--- config.mk ---
export PLATFORM = sky130hd
export DESIGN_NAME = pc_reg
export DESIGN_NICKNAME = d
export VERILOG_FILES = /design/src/rtl/pc_reg.sv
export SDC_FILE = /design/constraint.sdc
export NUM_CORES = 1
export LEC_CHECK = 0
export CORE_MARGIN = 5
export CORE_UTILIZATION = 36
export DETAILED_ROUTE_END_ITERATION = 8
export PLACE_DENSITY_LB_ADDON = 0.05
export SYNTH_ARGS = -nofsm -noshare
export SYNTH_HDL_FRONTEND = slang
export SYNTH_SLANG_ARGS = --single-unit
--- constraint.sdc ---
create_clock -name I_clk -period 0.8 [get_ports I_clk]
set_input_delay 0.12 -clock I_clk [delete_from_list [all_inputs] [get_ports I_clk]]
set_output_delay 0.12 -clock I_clk [all_outputs]
set_load 0.005 [all_outputs]
--- src/rtl/pc_reg.sv ---
// pc_reg: program counter register for the RISC-V core.
//
// Holds the address of the instruction currently being fetched. On every
// rising clock edge out of reset the next-PC value from the fetch/branch
// logic is loaded, unless the pipeline asserts a stall, in which case the
// current PC is held. The register is a pure pass-through: no increment and
// no wrap logic live here.
//
// Optional build macro:
//   PC_ALIGN_CHECK_EN - adds the registered O_misaligned flag, set when a
//                       loaded address is not 4-byte aligned. The PC itself
//                       still loads the unmodified address; trapping on the
//                       flag is left to the trap logic.
//
// Ports:
//   I_clk        in   1      system clock, rising edge active
//   I_rst        in   1      asynchronous reset, active-low (0 = in reset)
//   I_stall      in   1      1 = hold current PC, 0 = load I_address
//   I_address    in   WIDTH  next-PC value from fetch/branch logic
//   O_misaligned out  1      alignment fault flag (PC_ALIGN_CHECK_EN only)
//   O_address    out  WIDTH  current PC, registered
//
// Parameters:
//   WIDTH        address path width (at least 2 for the alignment check)
//   RESET_ADDR   boot address driven while I_rst is low

module pc_reg #(
    parameter int unsigned      WIDTH      = 32,
    parameter logic [WIDTH-1:0] RESET_ADDR = WIDTH'(32'h0000_0000)
) (
    input  logic             I_clk,
    input  logic             I_rst,
    input  logic             I_stall,
    input  logic [WIDTH-1:0] I_address,
`ifdef PC_ALIGN_CHECK_EN
    output logic             O_misaligned,
`endif
    output logic [WIDTH-1:0] O_address
);

    // Load enable: a stall simply suppresses the update.
    logic load_c;

    assign load_c = ~I_stall;

    // PC register; the async reset dominates any concurrent clock edge or
    // stall, so the boot address is visible immediately on reset assertion.
    always_ff @(posedge I_clk or negedge I_rst) begin
        if (!I_rst) begin
            O_address <= RESET_ADDR;
        end else if (load_c) begin
            O_address <= I_address;
        end
    end

`ifdef PC_ALIGN_CHECK_EN
    // Alignment flag tracks the address it was computed from, so it is
    // updated on the same loading edges and holds across stalls.
    logic misaligned_c;

    assign misaligned_c = (I_address[1:0] != 2'b00);

    always_ff @(posedge I_clk or negedge I_rst) begin
        if (!I_rst) begin
            O_misaligned <= 1'b0;
        end else if (load_c) begin
            O_misaligned <= misaligned_c;
        end
    end
`endif

endmodule

; ---- Yosys cells after proc, flatten, opt, wreduce, memory -nomap -nowiden
; Cells that the tools add are included.
[word_totals]
input_bits = 35
ff_bits = 32
out_inout_bits = 32

; ---- Depth between registers and ports, before layout
[depth]
ltp_word = 0
ltp_mapped = 3

; ---- Worst setup path before layout
; OpenSTA, ideal clock, no wires.
[synth_path]
path_kind = input-to-reg
start = in I_stall
end = reg O_address[0]
slack_ns = 0.013
stages = 3
arrival_time_ns = 0.662
n_path_buf = 2
setup_time_ns = 0.125
path_cell_list = buf_6 -> buf_12 -> mux2_4
[synth_rtl]
columns = element, line_no
row1 = from (decl), 33  ; input logic I_stall,
row2 = to (signal assigned), 52  ; O_address <= I_address;
row3 = to (decl), 38  ; output logic [WIDTH-1:0] O_address
; No word-level cell between the ends.

; ---- Worst setup path in the final report
[layout_path]
start = reg O_address[25]
end = out O_address[25]
; No word-level cell between the ends.

==> reports/results.txt <==
WS Path Type = register to primary output
Die Ht = 71.1 um
CP peak stage delay = 0.39 ns
Hold Vio Cnt, Final = 0
vias in the first global route = 1004
critical path's slowest cell = dfrtp_1
Die W = 71.1 um
buffers added on ports = 66
setup slack after layout = -0.129 ns
number of buffers created by CTS = 5
most common cell in the netlist = dfrtp_1
worst-case clock skew = 0 ns
All-Layer GR Usage = 12.6%
pwr/cell area = 1890 nW/um^2
Placer Congestion = 0.743
Placed Area = 2070 sq um
Regs by FF count = O_address: 32 flops
Worst Tran Pin Value = 0.181 ns
synth unique cells = 5
grt total ovfl = 0
I/O pin cnt = 67
Period Utilization, post-route = 116%
Cell Area, Synth = 1350 sq um
RSZ-0062 raised after global routing = yes
Seq/Total Area, Yosys = 59.5%
Tightest Hold Check Type = input pin to async pin
slew margin rel. = 87.9%
number of flip-flops in the largest register = 32
largest net degree at the start of global routing = 33
CP Launch Type = register
via count = 894
Warnings, synthesis = 0
top cell type's share of synthesized area = 59.5%
Async SR Flop Fraction = 100%
hold bufs inserted after CTS = 0
max cap viols = 0
initial DRC count = 29
fill cell count = 313
clk root buf = clkbuf_8
Power Total = 4.02 mW
Diodes inserted = 0
min Tclk post-route = 0.929 ns
Final setup viols = 48
critical path depth in cells = 1
TritonRoute pass-1 iters = 2
top cells by count, synth = 32 x dfrtp_1, 30 x mux2_4, 3 x buf_12
Crit path arrival time = 0.81 ns
fin cells = 206
Routed Wire Length = 3.07 mm
worst vdd rail ir drop = 1040 uV
failing checks = negative setup slack
post-DR wirelength/cell = 14.9 um
Core Box Area = 3630 sq um
worst hold margin = 0.210 ns
cell family with most CP delay = flip-flops
final number of max-transition violations = 0
CTS H-tree depth = 2
Crit path required time = 0.68 ns
# DRC = 0
largest fanout on the critical path = 2
Layout area overhead = 58.0%
initial antenna violation count = 0
Syn Nets = 103
top cells by area, synth = dfrtp_1 60%, mux2_4 33%, buf_12 4.5%
status = finished, violations left
register bit total from synthesis = 32
fmax = 1080 MHz
first-pass GRT wire length = 4.82 mm
most area-hungry cell type in the Yosys netlist = dfrtp_1
reg2reg path depth = 2
share of layout cells above drive strength 1 = 57.6%
nets = 192
Rows = 22
Initial Util = 37.0%
CP bufs+invs = 1
Clock Sink Count = 32
Leakage = 1.05 nW
Clock Path Buffers = 2
crit path capture type = primary output
vias per inst = 4.34
area of the die = 5060 sq um
most flop-heavy register = O_address
fin area = 2130 sq um
Worst-Skew Late Latency = 0.28 ns
DP Cell Count = 184
crit-path cells = buf_2
post-DP HPWL = 2.11 mm
post-route antenna net violation count = 0
Post-synth EDFFs = 0
Post-Syn Instances = 68
CTS tree = built
Worst R2R Setup Slack = -0.08 ns
clock-pin slew of the registers on the worst-case setup and hold paths = 0.07 ns
Synth Flop Type = dfrtp_1
Synth Area per Inst = 19.8 sq um
-- through the flow --
stage | TNS [ns] | utilization (%) | setup WS, ns
floorplan | 0 | - | 0.0128
global placement | -8.13 | 57.0 | -0.172
detailed placement | -8.60 | 57.0 | -0.174
CTS | -4.39 | 56.7 | -0.135
global route | -5.98 | 58.5 | -0.171
finish | -4.47 | 58.5 | -0.129
-- area by class of cell --
| cell class | count | area (sq um) | area share [%] |
|---|---|---|---|
| sequential | 32 | 801 | 37.7 |
| timing repair buffer | 86 | 702 | 33.0 |
| multi-input combinational | 32 | 473 | 22.2 |
| clock buffer | 8 | 90.1 | 4.24 |
| tap | 48 | 60.1 | 2.83 |
-- worst paths after layout --
check,from,to
max in group asynchronous,I_rst,O_address[15]
min in group I_clk,I_stall,O_address[31]
hold / removal,I_rst,O_address[5]
hold reg to reg,O_address[31],O_address[31]
setup reg to reg,O_address[27],O_address[27]
setup / recovery,O_address[25],O_address[25]
-- cells in the final DEF (no fill, tap or decap) --
| cell type | count |
|---|---|
| buf_12 | 3 |
| buf_2 | 33 |
| buf_4 | 12 |
| buf_6 | 5 |
| clkbuf_1 | 2 |
| clkbuf_8 | 6 |
| clkdlybuf4s50_1 | 33 |
| dfrtp_1 | 32 |
| mux2_2 | 2 |
| mux2_4 | 30 |
-- where the power goes --
group,internal (mW),switching (mW),leakage (nW)
Sequential,1.78,0.0861,0.374
Combinational,0.619,0.258,0.630
Clock,0.701,0.573,0.0455
Total,3.10,0.917,1.05
-- cells by family (layout without fill, tap and decap cells) --
logic type  count (synthesis)  count (layout)  synth area share, %
mux                        32              32                 35.2
flops                      32              32                 59.5
buf+inv                     4              94                 5.30
-- timing repair --
action                     4_1_cts  5_1_grt
setup endpoints to repair       34       42
cloned                           0        0
buffers inserted                 8        6
resized for setup              128        5
-- metal layers --
metal / global-route usage, % / routed length (um) / vias to the layer above
li1: - / - / 411
met1: 14.1 / 1210 / 428
met2: 19.4 / 1480 / 44
met3: 5.26 / 275 / 11
met4: 8.56 / 100 / 0
met5: 0 / 0 / -
(Power assumes the default switching activity.)
